## config.mk

```make
export PLATFORM = sky130hd
export DESIGN_NAME = sprite_table_ctrl
export DESIGN_NICKNAME = d
export VERILOG_FILES = /design/src/rtl/sprite_pkg.sv /design/src/rtl/sprite_table_ctrl_vblank_strobe.sv /design/src/rtl/sprite_table_ctrl.sv
export SDC_FILE = /design/constraint.sdc
export NUM_CORES = 2
export LEC_CHECK = 0
export BUFFER_PORTS_ARGS = -buffer_cell sky130_fd_sc_hd__buf_2
export CORE_MARGIN = 3
export CORE_UTILIZATION = 30
export CTS_BUF_LIST = sky130_fd_sc_hd__clkbuf_4
export DETAILED_ROUTE_END_ITERATION = 8
export MAX_ROUTING_LAYER = met4
export PLACE_DENSITY = 0.44
export SYNTH_ARGS = -nofsm -noshare
export SYNTH_HDL_FRONTEND = slang
export SYNTH_SLANG_ARGS = --single-unit
```

## constraint.sdc

```tcl
create_clock -name clk -period 2.3 [get_ports clk]
set_clock_uncertainty 0.15 [all_clocks]
set_input_delay 0.23 -clock clk [delete_from_list [all_inputs] [get_ports clk]]
set_output_delay 0.23 -clock clk [all_outputs]
set_load 0.05 [all_outputs]
```

## src/rtl/sprite_pkg.sv

```systemverilog
// Shared types and register map for the sprite attribute table controller.
package sprite_pkg;

   typedef struct packed {
      logic [4:0] id;
      logic [9:0] x;
      logic [9:0] y;
      logic [5:0] tile;
      logic       vis;
   } sprite_t;

   localparam logic [2:0] ADDR_ENTRY  = 3'd0;
   localparam logic [2:0] ADDR_COMMIT = 3'd1;
   localparam logic [2:0] ADDR_CLEAR  = 3'd2;

   typedef enum logic {
      IDLE  = 1'b0,
      CLEAR = 1'b1
   } state_t;

endpackage

```

## src/rtl/sprite_table_ctrl_vblank_strobe.sv

```systemverilog
// One-cycle-per-frame strobe taken from the first pixel of the vblank line.
module vblank_strobe
   import sprite_pkg::*;
#(
   parameter int VBLANK_LINE = 480
) (
   input  logic       clk,
   input  logic       reset_n,
   input  logic [9:0] vga_hcount,
   input  logic [9:0] vga_vcount,
   output logic       vbs
);

   logic cond;
   logic c_reg;
   logic c_prev;

   assign cond = (vga_vcount == 10'(VBLANK_LINE)) && (vga_hcount == 10'd0);

   always_ff @(posedge clk or negedge reset_n) begin
      if (!reset_n) begin
         c_reg  <= 1'b0;
         c_prev <= 1'b0;
      end else begin
         c_reg  <= cond;
         c_prev <= c_reg;
      end
   end

   // Rising edge only, so a timing generator that lingers on pixel 0 still yields one strobe.
   assign vbs = c_reg & ~c_prev;

endmodule

```

## src/rtl/sprite_table_ctrl.sv

```systemverilog
// Avalon-MM sprite attribute table: shadow table written by software,
// copied to the active table at vblank after a commit, read by the renderer.
//
//   state | meaning
//   ------+-------------------------------------------------------------
//   IDLE  | accesses accepted; swap allowed on vblank strobe
//   CLEAR | shadow table swept to zero, one entry per cycle; bus stalled
module sprite_table_ctrl
   import sprite_pkg::*;
#(
   parameter int NSPRITES    = 32,
   parameter int VBLANK_LINE = 480
) (
   input  logic                        clk,
   input  logic                        reset_n,
   input  logic                        chipselect,
   input  logic                        write,
   input  logic [2:0]                  address,
   input  logic [31:0]                 writedata,
   output logic                        waitrequest,
   input  logic [9:0]                  vga_hcount,
   input  logic [9:0]                  vga_vcount,
   input  logic [$clog2(NSPRITES)-1:0] rd_idx,
   output logic [31:0]                 rd_entry,
   output logic                        commit_pend,
   output logic [15:0]                 frame_cnt
);

   localparam int IW = $clog2(NSPRITES);

   state_t        state;
   state_t        state_nxt;
   logic [IW-1:0] clr_idx;
   logic [31:0]   shadow [NSPRITES];
   logic [31:0]   active [NSPRITES];

   sprite_t       wr_word;
   logic          acc;
   logic          acc_entry;
   logic          acc_commit;
   logic          acc_clear;
   logic          id_ok;
   logic          clr_last;
   logic          vbs;
   logic          swap;

   vblank_strobe #(
      .VBLANK_LINE (VBLANK_LINE)
   ) u_vbs (
      .clk        (clk),
      .reset_n    (reset_n),
      .vga_hcount (vga_hcount),
      .vga_vcount (vga_vcount),
      .vbs        (vbs)
   );

   assign wr_word     = writedata;
   assign waitrequest = (state == CLEAR) & chipselect;
   assign acc         = chipselect & write & ~waitrequest;
   assign acc_entry   = acc & (address == ADDR_ENTRY);
   assign acc_commit  = acc & (address == ADDR_COMMIT);
   assign acc_clear   = acc & (address == ADDR_CLEAR);
   assign id_ok       = ({27'd0, wr_word.id} < 32'(NSPRITES));
   assign clr_last    = (clr_idx == IW'(NSPRITES - 1));
   // A commit pending across a sweep waits for the first vblank after it.
   assign swap        = vbs & commit_pend & (state != CLEAR);

   always_comb begin
      state_nxt = state;
      case (state)
         IDLE:    if (acc_clear) state_nxt = CLEAR;
         CLEAR:   if (clr_last)  state_nxt = IDLE;
         default: state_nxt = IDLE;
      endcase
   end

   always_ff @(posedge clk or negedge reset_n) begin
      if (!reset_n) begin
         state   <= IDLE;
         clr_idx <= '0;
      end else begin
         state <= state_nxt;
         if (state == CLEAR) begin
            clr_idx <= clr_idx + 1'b1;
         end else if (acc_clear) begin
            clr_idx <= '0;
         end
      end
   end

   always_ff @(posedge clk or negedge reset_n) begin
      if (!reset_n) begin
         for (int i = 0; i < NSPRITES; i++) begin
            shadow[i] <= '0;
         end
      end else if (state == CLEAR) begin
         shadow[clr_idx] <= '0;
      end else if (acc_entry && id_ok) begin
         shadow[wr_word.id[IW-1:0]] <= wr_word;
      end
   end

   // Copies the pre-write shadow, so an ENTRY landing on the swap edge stays in shadow only.
   always_ff @(posedge clk or negedge reset_n) begin
      if (!reset_n) begin
         for (int i = 0; i < NSPRITES; i++) begin
            active[i] <= '0;
         end
      end else if (swap) begin
         for (int i = 0; i < NSPRITES; i++) begin
            active[i] <= shadow[i];
         end
      end
   end

   always_ff @(posedge clk or negedge reset_n) begin
      if (!reset_n) begin
         commit_pend <= 1'b0;
         frame_cnt   <= '0;
         rd_entry    <= '0;
      end else begin
         if (acc_commit) begin
            commit_pend <= 1'b1;
         end else if (swap) begin
            commit_pend <= 1'b0;
         end
         if (vbs) begin
            frame_cnt <= frame_cnt + 16'd1;
         end
         rd_entry <= active[rd_idx];
      end
   end

endmodule
```

## After elaboration in Yosys (flattened, before gate mapping)

Index checks and enable logic that the tools add are counted.

| storage, ports and cells | value |
|---|---|
| bits of input ports | 64 |
| register bits | 2,105 |
| word-level logic and storage cells | 124 |
| output and inout port bits | 50 |

| operators by class | value |
|---|---|
| reduce and logical (&&, ||, !) cells | 8 |
| $add $sub $neg | 2 |
| multiplexer cells | 17 |
| eq/ne operators | 4 |
| bitwise gates (word level) | 17 |
| $lt $le $gt $ge | 5 |

Operators by type and width:

| kind | number |
|---|---|
| 2-to-1 mux 1024 bit | 2 |
| bitwise AND 1024 bit | 1 |
| bitwise mux 1024 bit | 1 |
| NOT 1024 bit | 1 |
| demux 32 bit (select 5 bit) | 2 |
| binary-select mux 32 bit (select 5 bit) | 1 |
| 2-to-1 mux 32 bit | 4 |
| >= comparator 6 bit, second input constant | 3 |
| NOT 5 -> 6 bit | 3 |
| adder 16 x 1 -> 16 bit, second input constant | 1 |
| less-than comparator 6 x 1 -> 1 bit, second input constant | 2 |
| equality test 10 x 9 -> 1 bit, second input constant | 1 |
| zero test 10 bit | 1 |
| 2-to-1 mux 5 bit | 2 |
| bitwise AND 1 bit | 9 |
| nonzero test 2 bit | 3 |
| adder 5 x 1 -> 5 bit, second input constant | 1 |
| equality test 5 bit, second input constant | 1 |
| 2-to-1 mux 1 bit | 4 |
| equality test 3 x 1 -> 1 bit, second input constant | 1 |
| equality test 3 x 2 -> 1 bit, second input constant | 1 |
| logical AND 1 bit | 3 |
| zero test 3 bit | 1 |
| NOT 1 bit | 3 |
| one-hot mux 1 bit (2 select lines) | 1 |

## Depth between registers and ports, before layout

| logic depth | value |
|---|---|
| depth in word-level cells | 8 |
| mapped depth | 8 |
| mapped depth without buffers | 6 |

## Hierarchy

A second synthesis with hierarchy kept.

| second synthesis, totals | value |
|---|---|
| cell total of the unflattened synthesis | 5,913 |
| area, all modules | 84,569.9 um^2 |

Modules (own cells, without submodules):

| module | instances | cells an instance | area each (um^2) | sequential area each (um^2) |
|---|---|---|---|---|
| sprite_table_ctrl | 1 | 5,902 | 84,444.7 | 52,625.5 |
| vblank_strobe | 1 | 11 | 125.1 | 50.0 |

## Worst setup path before layout

OpenSTA, ideal clock, no wires.

| timing path | value |
|---|---|
| path type | reg-to-reg |
| start | register commit_pend |
| end | register active[766] (netlist name) |
| buffers on the path | 4 |
| stages on the path, launching flop included | 7 |
| period minus slack after synthesis | 2.023 ns |
| slack | 0.277 ns |
| setup time | 0.125 ns |
| required time | 2.025 ns |
| arrival time | 1.748 ns |
| cell sequence | dfrtp_1 > and3_1 > buf_2 > buf_4 > buf_6 > buf_6 > mux2_2 |

| between the ends | value |
|---|---|
| cells in the longest elaborated chain, start to end | 2 |

Ends and longest elaborated chain:

| element | RTL line | source |
|---|---|---|
| start, declared | sprite_table_ctrl.sv:25 | `output logic commit_pend,` |
| start signal, assigned | sprite_table_ctrl.sv:118 | `commit_pend <= 1'b0;` |
| start signal, assigned | sprite_table_ctrl.sv:123 | `commit_pend <= 1'b1;` |
| start signal, assigned | sprite_table_ctrl.sv:125 | `commit_pend <= 1'b0;` |
| bitwise AND 1 bit (2 in a row) | sprite_table_ctrl.sv:66 | `assign swap = vbs & commit_pend & (state != CLEAR);` |
| end signal, assigned by index | sprite_table_ctrl.sv:111 | `active[i] <= shadow[i];` |
| end, declared | sprite_table_ctrl.sv:35 | `logic [31:0] active [NSPRITES];` |

Every way passes these cells.
A chain may end at the register's enable or synchronous reset.

## Worst setup path in the final report

| timing path | value |
|---|---|
| start | register state |
| end | register shadow[282] (netlist name) |

| between the ends | value |
|---|---|
| cells in the longest elaborated chain, start to end | 5 |
| elaborated cells on any way between the ends | 6 |
| classes of those cells | 1 x mux; 4 x bitwise; 1 x reduce/logical |

Ends and longest elaborated chain:

| element | RTL line | source |
|---|---|---|
| start, declared | sprite_table_ctrl.sv:31 | `state_t state;` |
| start signal, assigned | sprite_table_ctrl.sv:82 | `state <= state_nxt;` |
| bitwise AND 1 bit | sprite_table_ctrl.sv:58 | `assign waitrequest = (state == CLEAR) & chipselect;` |
| NOT 1 bit | sprite_table_ctrl.sv:59 | `assign acc = chipselect & write & ~waitrequest;` |
| bitwise AND 1 bit | sprite_table_ctrl.sv:59 |  |
| bitwise AND 1 bit | sprite_table_ctrl.sv:60 | `assign acc_entry = acc & (address == ADDR_ENTRY);` |
| nonzero test 2 bit (no line) | -- |  |
| end signal, assigned by index | sprite_table_ctrl.sv:99 | `shadow[wr_word.id[IW-1:0]] <= wr_word;` |
| end, declared | sprite_table_ctrl.sv:34 | `logic [31:0] shadow [NSPRITES];` |

Parallel ways exist; a longest one is shown, timed or not.

==> flow_summary.toml <==
[power]
power_density_nw_per_um2 = 732
cellLeakagePower_nw = 58.2
ir_drop_mv = 0.418

[critical_path]
critPathArrivalTime_ns = 3.62
reg2reg_from = "state"
crit_required_ns = 3.36
cp-start-kind = "register"
reg2reg_slack_ns = -0.26
r2r-end = "shadow[282]"
rr_worst_depth = 11
worstPathMaxFanout = 8
end_kind = "register"
crit_path_end = "shadow[282]"
crit_type = "register to register"
critPathLaunch = "state"

[placement]
numPortBuffers = 113
post-dp-hpwl_um = 191000
placed_area_um2 = 98400
routabilityCongestion = 0.804

[floorplan]
fp.dieH_um = 549
die_w_um = 549
core_um2 = 292000
fp-row-count = 198
initial_core_util_pct = 30.3
dieArea_um2 = 301000
pin_count = 114

[grt]
grt_pass1_vias = 67162
grt_pass1_wl_um = 476000
antenna_found_initial = 22
grt_overflow_total = 0
grt.total_usage_pct = 22.0
grt_max_degree = 92

[timing]
slew_viol_final = 0
tns_ns = -131.07
hold_viol = 0
relSlewSlack_pct = 8.70
max_freq_mhz = 390
setup_viol = 1707
min_period_ns = 2.56
worstMarginPinSlew_ns = 1.37
timing.final.ws_setup_ns = -0.263
grt_setup_unrepaired = "true"
fin_crit_sh_pct = 111

[cts]
cts_num_sinks = 2105
clk_path_buf_depth = 4
cts_htree_levels = 6
cts_root_buffer = "clkbuf_4"
path_clk_slew_ns = 0.06
clk_latency_ns = 1.34
cts_tree = "built"
numCtsBuffers = 590

[synthesis]
yosysTopAreaCellShare_pct = 59.6
synth_cells = 7713
ys.flop_type = "dfrtp_1"
yosys.area.top_type = "dfrtp_1"
synth_edf_count = 0
synth_cell_types = 46
synth_common_cells = "2,105 x dfrtp_1, 1,848 x nand2_1, 1,025 x mux2_2"
postSynth.asyncResetShare_pct = 100
synth_fp_nets = 7783
synth-seq-cells = 2105
synth_area_um2 = 88400
postSynthAreaPerCell_um2 = 11.5
ys_top_cells_by_area = "dfrtp_1 60%, mux2_2 13%, nand2_1 7.8%, mux2i_1 5.8%, nand3_1 4.6%"
ys_warn_count = 0
seq_area_frac_synth_pct = 59.6
synth_most_common_cell = "dfrtp_1"

[detailed_routing]
vias = 65604
via_per_inst = 5.01
ant_nets = 0
drtPass1Iterations = 5
finalWirelength_um = 340000
first_iter_violations = 5158
wl_per_cell_um = 25.9
drcViolationCount = 0

[flow_run]
cap_violations = 0

[cells_and_area]
final_nets = 8811
final.fill_count = 28376
area_growth_pct = 29.2
largestRegisters = "active (1024), shadow (1024), rd_entry (32)"
final_area_um2 = 114000
final_layout_size_suffix_gt1_share_pct = 37.3

[worst_hold_path]
min_from = "u_vbs.c_reg"
hold_path.class = "register to register"

[run_status]
outcome = "finished with violations"
violations = "setup timing"
[metal layers]
metal	wire [um]	GRT usage, %	share of wire (%)	vias to the layer above
met5	0	-	0	-
met4	8690	5.24	2.6	0
met3	17500	3.30	5.1	491
met2	159000	34.4	47	1954
met1	154000	30.0	45	34259
li1	-	-	-	28900
[timing repair]
| action | in CTS | in global routing |
|---|---|---|
| endpoints found under the setup margin | 1958 | 1829 |
| buffers inserted | 74 | 43 |
| hold buffers | 105 | 1 |
| gates cloned | 65 | 56 |
| gates resized for setup | 342 | 605 |
| pin swaps | 22 | 384 |
| endpoints found under the hold margin | 3169 | 2 |
[report_power, final]
part / leakage [nW] / internal [W] / switching [W] / total [W]
Combinational: 25.3 / 0.00271 / 0.00560 / 0.00831
Clock: 4.48 / 0.0189 / 0.0165 / 0.0355
Sequential: 28.4 / 0.0388 / 0.00101 / 0.0398
[worst max-delay path: stages (launching register included)]
cell	delay [ns]
dfrtp_2	0.45
buf_6	0.13
and4bb_4	0.40
buf_6	0.13
nand4_4	0.19
buf_6	0.19
buf_6	0.11
nor2_4	0.15
buf_12	0.20
buf_16	0.17
nand2_2	0.06
o21ai_1	0.09
[stage by stage]
stage	cells	total power [W]	util [%]	hold WS [ns]	setup slack (ns)
3_5_place_dp	11724	0.0481	33.7	-0.0450	-0.482
5_1_grt	13084	0.0876	39.1	0.117	-0.409
2_1_floorplan	7713	0.0434	-	-0.216	0.277
4_1_cts	12979	0.0844	37.9	0.000435	-0.427
3_3_place_gp	11724	0.0478	33.7	-0.0424	-0.508
6_report	13086	0.0836	39.1	0.232	-0.263
[cells in the final DEF (no fill, tap or decap), types with 147 or more instances in the layout]
cell type	n
buf_12	284
buf_4	378
clkbuf_4	876
dfrtp_1	2087
mux2_2	1025
mux2i_1	512
nand2_1	1629
nand2_2	147
nand3_1	646
nand3_2	157
[area by class of cell]
class	count	area (um2)	area share, %
Inverter	6	22.5	0.0197
Multi-Input combinational cell	5002	35100	30.7
Clock inverter	136	990	0.867
Clock buffer	876	6580	5.76
Tap cell	3900	4880	4.27
Antenna cell	25	62.6	0.0548
Timing Repair Buffer	1036	13900	12.1
Sequential cell	2105	52700	46.1
[cell families (layout without fill, tap and decap cells)]
kind of cell,after synthesis,in the layout,share of synthesized area [%]
AND/OR/NAND/NOR,2888,2888,14.0
flip-flops,2105,2105,59.6
multiplexers,1537,1537,18.9
buffers and inverters,606,2054,3.48
AO/OA/AOI/OAI,556,556,3.81
XOR/XNOR,15,15,0.149
adder cells (fa/ha/maj),6,6,0.0849
other,0,25,0
[worst min-delay path by stage]
stage | end | slack (ns) | cells past startpoint
6_report | u_vbs.c_prev | 0.23 | 0
4_1_cts | shadow[339] | 0.0004 | 8
2_1_floorplan | active[0] | -0.22 | 0
3_3_place_gp | shadow[520] | -0.04 | 1
3_5_place_dp | shadow[520] | -0.05 | 1
5_1_grt | shadow[909] | 0.12 | 8
Power figures use the tool's default switching activity.
